**src/rtl/clint_timer.sv**
```systemverilog
// CLINT-style machine timer and software-interrupt block.
// Holds one shared prescaled 64-bit mtime, plus per-hart mtimecmp and msip registers.
// Has a single-outstanding request/response port.
module clint_timer #(
  parameter int unsigned NUM_HARTS     = 1,
  parameter int unsigned TICK_DIV      = 1,
  parameter logic [31:0] MSIP_BASE     = 32'h0200_0000,
  parameter logic [31:0] MTIMECMP_BASE = 32'h0200_2000,
  parameter logic [31:0] MTIME_BASE    = 32'h0200_1000
) (
  input  logic                 clk_in,
  input  logic                 reset_in,
  input  logic                 req_valid,
  output logic                 req_ready,
  input  logic                 req_rw,
  input  logic [31:0]          req_addr,
  input  logic [31:0]          req_wdata,
  input  logic [3:0]           req_be,
  output logic                 rsp_valid,
  input  logic                 rsp_ready,
  output logic [31:0]          rsp_rdata,
  output logic                 rsp_err,
  output logic [NUM_HARTS-1:0] msip_out,
  output logic [NUM_HARTS-1:0] mtip_out
);

  localparam int unsigned PW         = 16;
  localparam int unsigned HW         = (NUM_HARTS > 1) ? $clog2(NUM_HARTS) : 1;
  localparam logic [PW-1:0] PRESC_MAX = PW'(TICK_DIV - 1);
  localparam logic [31:0] MSIP_SPAN  = 32'(4 * NUM_HARTS);
  localparam logic [31:0] CMP_SPAN   = 32'(8 * NUM_HARTS);
  localparam logic [31:0] MTIME_SPAN = 32'd8;

  logic [PW-1:0]                presc_q, presc_d;
  logic [63:0]                  mtime_q, mtime_d, mtime_inc;
  logic [NUM_HARTS-1:0][63:0]   mtimecmp_q, mtimecmp_d;
  logic [NUM_HARTS-1:0]         msip_q, msip_d;
  logic [NUM_HARTS-1:0]         msip_out_q, mtip_out_q, mtip_d;
  logic                         rsp_valid_q, rsp_valid_d;
  logic [31:0]                  rsp_rdata_q, rsp_rdata_d;
  logic                         rsp_err_q, rsp_err_d;

  logic        tick, accept, acc_err;
  logic        hit_msip, hit_cmp, hit_mtime;
  logic [31:0] off_msip, off_cmp, off_mtime;

  // Byte-lane merge used by every writable word
  function automatic logic [31:0] merge_be(input logic [31:0] old_v, input logic [31:0] new_v,
                                           input logic [3:0] be);
    logic [31:0] r;
    r = old_v;
    for (int b = 0; b < 4; b++) begin
      if (be[b]) r[8*b +: 8] = new_v[8*b +: 8];
    end
    return r;
  endfunction

  assign req_ready = ~rsp_valid_q | rsp_ready;
  assign accept    = req_valid & req_ready;
  assign tick      = (presc_q == PRESC_MAX);
  assign mtime_inc = mtime_q + 64'(tick);

  assign off_msip  = req_addr - MSIP_BASE;
  assign off_cmp   = req_addr - MTIMECMP_BASE;
  assign off_mtime = req_addr - MTIME_BASE;
  assign hit_msip  = (off_msip < MSIP_SPAN);
  assign hit_cmp   = (off_cmp < CMP_SPAN);
  assign hit_mtime = (off_mtime < MTIME_SPAN);
  assign acc_err   = (req_addr[1:0] != 2'b00) | ~(hit_msip | hit_cmp | hit_mtime);

  // Prescaler, register writes, read mux and response holding
  always_comb begin
    presc_d     = tick ? '0 : presc_q + PW'(1);
    mtime_d     = mtime_inc;
    mtimecmp_d  = mtimecmp_q;
    msip_d      = msip_q;
    rsp_valid_d = rsp_valid_q & ~rsp_ready;
    rsp_rdata_d = rsp_rdata_q;
    rsp_err_d   = rsp_err_q;
    if (accept) begin
      rsp_valid_d = 1'b1;
      rsp_rdata_d = '0;
      rsp_err_d   = 1'b0;
      if (acc_err) begin
        rsp_err_d = 1'b1;
      end else if (!req_rw) begin
        if (hit_mtime) rsp_rdata_d = off_mtime[2] ? mtime_q[63:32] : mtime_q[31:0];
        for (int unsigned h = 0; h < NUM_HARTS; h++) begin
          if (hit_msip && (off_msip[6:2] == 5'(h))) rsp_rdata_d = {31'd0, msip_q[HW'(h)]};
          if (hit_cmp && (off_cmp[7:3] == 5'(h)))
            rsp_rdata_d = off_cmp[2] ? mtimecmp_q[HW'(h)][63:32] : mtimecmp_q[HW'(h)][31:0];
        end
      end else begin
        // A write to mtime overrides the tick on the written bytes and restarts the prescaler
        if (hit_mtime) begin
          presc_d = '0;
          if (off_mtime[2]) mtime_d[63:32] = merge_be(mtime_inc[63:32], req_wdata, req_be);
          else              mtime_d[31:0]  = merge_be(mtime_inc[31:0], req_wdata, req_be);
        end
        for (int unsigned h = 0; h < NUM_HARTS; h++) begin
          if (hit_msip && (off_msip[6:2] == 5'(h)) && req_be[0]) msip_d[HW'(h)] = req_wdata[0];
          if (hit_cmp && (off_cmp[7:3] == 5'(h))) begin
            if (off_cmp[2])
              mtimecmp_d[HW'(h)][63:32] = merge_be(mtimecmp_q[HW'(h)][63:32], req_wdata, req_be);
            else
              mtimecmp_d[HW'(h)][31:0]  = merge_be(mtimecmp_q[HW'(h)][31:0], req_wdata, req_be);
          end
        end
      end
    end
  end

  // Per-hart timer compare, unsigned 64-bit
  always_comb begin
    mtip_d = '0;
    for (int unsigned h = 0; h < NUM_HARTS; h++) begin
      mtip_d[HW'(h)] = (mtime_q >= mtimecmp_q[HW'(h)]);
    end
  end

  // State and output registers
  always_ff @(posedge clk_in) begin
    if (reset_in) begin
      presc_q     <= '0;
      mtime_q     <= '0;
      mtimecmp_q  <= '1;
      msip_q      <= '0;
      msip_out_q  <= '0;
      mtip_out_q  <= '0;
      rsp_valid_q <= 1'b0;
      rsp_rdata_q <= '0;
      rsp_err_q   <= 1'b0;
    end else begin
      presc_q     <= presc_d;
      mtime_q     <= mtime_d;
      mtimecmp_q  <= mtimecmp_d;
      msip_q      <= msip_d;
      msip_out_q  <= msip_q;
      mtip_out_q  <= mtip_d;
      rsp_valid_q <= rsp_valid_d;
      rsp_rdata_q <= rsp_rdata_d;
      rsp_err_q   <= rsp_err_d;
    end
  end

  assign rsp_valid = rsp_valid_q;
  assign rsp_rdata = rsp_rdata_q;
  assign rsp_err   = rsp_err_q;
  assign msip_out  = msip_out_q;
  assign mtip_out  = mtip_out_q;

endmodule

```
**config.mk**
```make
export PLATFORM = sky130hd
export DESIGN_NAME = clint_timer
export DESIGN_NICKNAME = d
export VERILOG_FILES = /design/src/rtl/clint_timer.sv
export SDC_FILE = /design/constraint.sdc
export NUM_CORES = 1
export LEC_CHECK = 0
export BUFFER_PORTS_ARGS = -buffer_cell sky130_fd_sc_hd__buf_4
export CORE_ASPECT_RATIO = 2
export CORE_MARGIN = 1
export CORE_UTILIZATION = 65
export CTS_BUF_LIST = sky130_fd_sc_hd__clkbuf_8 sky130_fd_sc_hd__clkbuf_16
export DETAILED_ROUTE_END_ITERATION = 12
export GPL_ROUTABILITY_DRIVEN = 1
export GPL_TIMING_DRIVEN = 0
export PLACE_DENSITY_LB_ADDON = 0.05
export SLEW_MARGIN = 20
export SYNTH_ARGS = -nofsm -noshare
export SYNTH_HDL_FRONTEND = slang
export SYNTH_SLANG_ARGS = --single-unit
export TNS_END_PERCENT = 50
```
**constraint.sdc**
```tcl
create_clock -name clk_in -period 7 [get_ports clk_in]
set_input_delay 1.4 -clock clk_in [delete_from_list [all_inputs] [get_ports clk_in]]
set_output_delay 1.4 -clock clk_in [all_outputs]
set_load 0.05 [all_outputs]
```
==> flow_metrics.tcl <==
set metrics [dict create \
    routed_wl_um 33600 \
    root_buffer "clkbuf_16" \
    routabilityCongestion 0.982 \
    vias_per_cell 6.46 \
    worst_ep_required_time_ns 7.34 \
    start_util_pct 67.1 \
    synth_ff_type "dfxtp_1" \
    fin_crit_ns 4.84 \
    synth_top_area_share_pct 33.0 \
    dp_hpwl_um 25400 \
    portBuffers 103 \
    grt_pass1_vias 10100 \
    crit_type "flip-flop to flip-flop" \
    cp-startpoint "presc_q[0]" \
    post_drt_wl_per_cell_um 20.8 \
    die_height_um 186 \
    ant_nets 0 \
    drt-initial-drc-count 649 \
    cp_top_family "simple AND/OR/NAND/NOR gates" \
    max_cap_viol_count 0 \
    min_path_type "flip-flop to flip-flop" \
    tns_ns 0 \
    synth.cell_area_um2 11000 \
    cts_buffers 17 \
    row_count 66 \
    postSynthNetCount 1422 \
    syn_to_final_growth_pct 14.7 \
    ctsResizeCount 0 \
    p_leak_uw 0.00574 \
    clk_latency_ns 0.44 \
    drive_above_1_share_pct 12.5 \
    core_area_um2 16400 \
    endpoint_kind "flip-flop" \
    max_stage_delay_ns 0.64 \
    post_cts_buffers 0 \
    worst_path_max_delay_cell "nor2b_1" \
    cts_sinks 181 \
    worstReg2RegStart "presc_q[0]" \
    whs_path_depth 1 \
    rsz0062_at_grt "false" \
    ys_top_cells_by_area "dfxtp_1 33%, ha_1 8.2%, mux2i_1 6.9%" \
    overflow 0 \
    hold_viol_final 0 \
    synth_edf_count 0 \
    path_cells "inv_1 > ha_1 > nor4b_1 > and4_1 > ha_1 > ha_1 > nand3_1 > nor3_1 > nor2b_1 > and3_1 > and3b_1 > buf_2 > nand2_1 > xor2_1 > a211oi_1" \
    drc 0 \
    timing.rr.end "mtime_q[60]" \
    maxSlewViolCount 0 \
    finalInstanceArea_um2 12600 \
    outcome "completed" \
    netlist_instances 1277 \
    r2r_cells 15 \
    grt_pass1_wl_um 51600 \
    cts_tree "done" \
    worstMarginPinSlew_ns 0.965 \
    clk_path_buf_depth 2 \
    nFillCells 1257 \
    startpoint_type "flip-flop" \
    finClkSkew_ns 0.0123 \
    final-setup-viol-count 0 \
    ctsHoldBuffers 0 \
    fmax_ghz 0.207 \
    synthTopCellsByCount "181 x dfxtp_1, 181 x nor2_1, 92 x inv_1" \
    io_pins 110 \
    ys_ff_latch 181 \
    regArea_um2 3620 \
    ys_seq_area_share_pct 33.0 \
    grt_max_degree 17 \
    cp_num_buf_inv 2 \
    fin_nets 1544 \
    p_per_area_nw_per_um2 172 \
    dieArea_um2 17400 \
    reg2reg_slack_ns 2.16 \
    antenna_found_initial 0 \
    die_x_um 93.9 \
    firstDrtPassIters 5 \
    setup.worst_path.end "mtime_q[60]" \
    multiInputGateArea_um2 6680 \
    avgSynthCellArea_um2 8.60 \
    slew_headroom_pct 35.6 \
    clk_pin_slew_ns 0.07 \
    synth_area_leader_cell "dfxtp_1" \
    crit_arrival_ns 5.17 \
    diodes 0 \
    synth.distinct_cells 68 \
    htreeDepth 4 \
    synth_warnings 0 \
    cp.depth 15 \
    holdCritStartpoint "presc_q[0]" \
    grt_usage_pct 39.2 \
    critical_path.max_fanout 8 \
    num_vias 10400 \
    timing.final.crit_share_pct 69.1 \
    post_dp_cell_area_um2 12000 \
    cp_common_cell "ha_1" \
    synthArstFlopShare_pct 0 \
    irDropWorstVdd_uv 148 \
]
## worst register-to-register path, delay by kind of cell, from the launching register on
| kind | cells | cell delay, ns |
|---|---|---|
| AND/OR/NAND/NOR | 8 | 2.91 |
| adder cells (fa/ha/maj) | 3 | 0.61 |
| flip-flops | 1 | 0.34 |
| AO/OA/AOI/OAI | 1 | 0.31 |
| XOR/XNOR | 1 | 0.18 |
| buffers and inverters | 2 | 0.38 |
## per-layer routing
layer  up-vias  part of all wire (%)  track usage [%]
met5         -                     0                0
met4         0                   7.1             29.5
met3       172                   5.3             7.15
met2       454                    53             71.1
met1      4948                    35             38.4
li1       4858                     -                -
## report_power, final
part | switching [uW] | internal, uW
combinational | 94.6 | 58.5
sequential | 2.40 | 1030
clock | 440 | 539
## flip-flops by register name, indices dropped and copies added (netlist names)
signal / flops
presc_q: 16
rsp_rdata: 32
rsp_valid: 1
mtime_q: 64
msip_out: 1
mtip_out: 1
rsp_err: 1
msip_q: 1
mtimecmp_q: 64
## through the flow
step	total power (uW)	cells	hold WS (ns)	util, %	worst slack [ns]
final	2170	1616	0.479	77.0	2.16
after global placement	1200	1584	0.446	73.4	1.90
after CTS	2160	1616	0.475	77.0	2.30
after detailed placement	1210	1584	0.459	73.4	1.88
after global routing	2210	1616	0.494	77.0	1.90
after floorplan	1130	1277	0.430	-	2.49
## area by class of cell
type | count | area share, %
Clock buffer | 18 | 3.49
Timing Repair Buffer | 103 | 6.14
Inverter | 92 | 2.74
Buffer | 67 | 2.64
Tap cell | 204 | 2.03
Clock inverter | 14 | 1.18
Sequential cell | 181 | 28.8
Multi-Input combinational cell | 937 | 53.0
## cells in the final DEF (no fill, tap or decap), types with 44 or more instances in the layout
cell / count
a211oi_1: 60
a211o_1: 66
inv_1: 93
dfxtp_1: 181
buf_4: 104
mux2i_1: 76
clkbuf_1: 44
nand2_1: 55
xnor2_1: 48
ha_1: 72
nor2_1: 181
## cell families (layout without fill, tap and decap cells)
family	Yosys count	after routing	synth area share, %
buffers and inverters	159	294	6.18
adders and majority gates	72	72	8.21
xor gates and xnor gates	83	83	6.62
AOI/OAI and AO/OA	273	273	18.8
DFF	181	181	33.0
and+or+nand+nor	429	429	19.8
muxes	80	80	7.34
## worst min path at each step
stage / end / slack [ns]
6_report: presc_q[0] / 0.48
5_1_grt: presc_q[0] / 0.49
4_1_cts: presc_q[0] / 0.48
3_5_place_dp: presc_q[0] / 0.46
3_3_place_gp: presc_q[0] / 0.45
2_1_floorplan: presc_q[0] / 0.43
No activity file was read; power rests on OpenSTA's default activity.
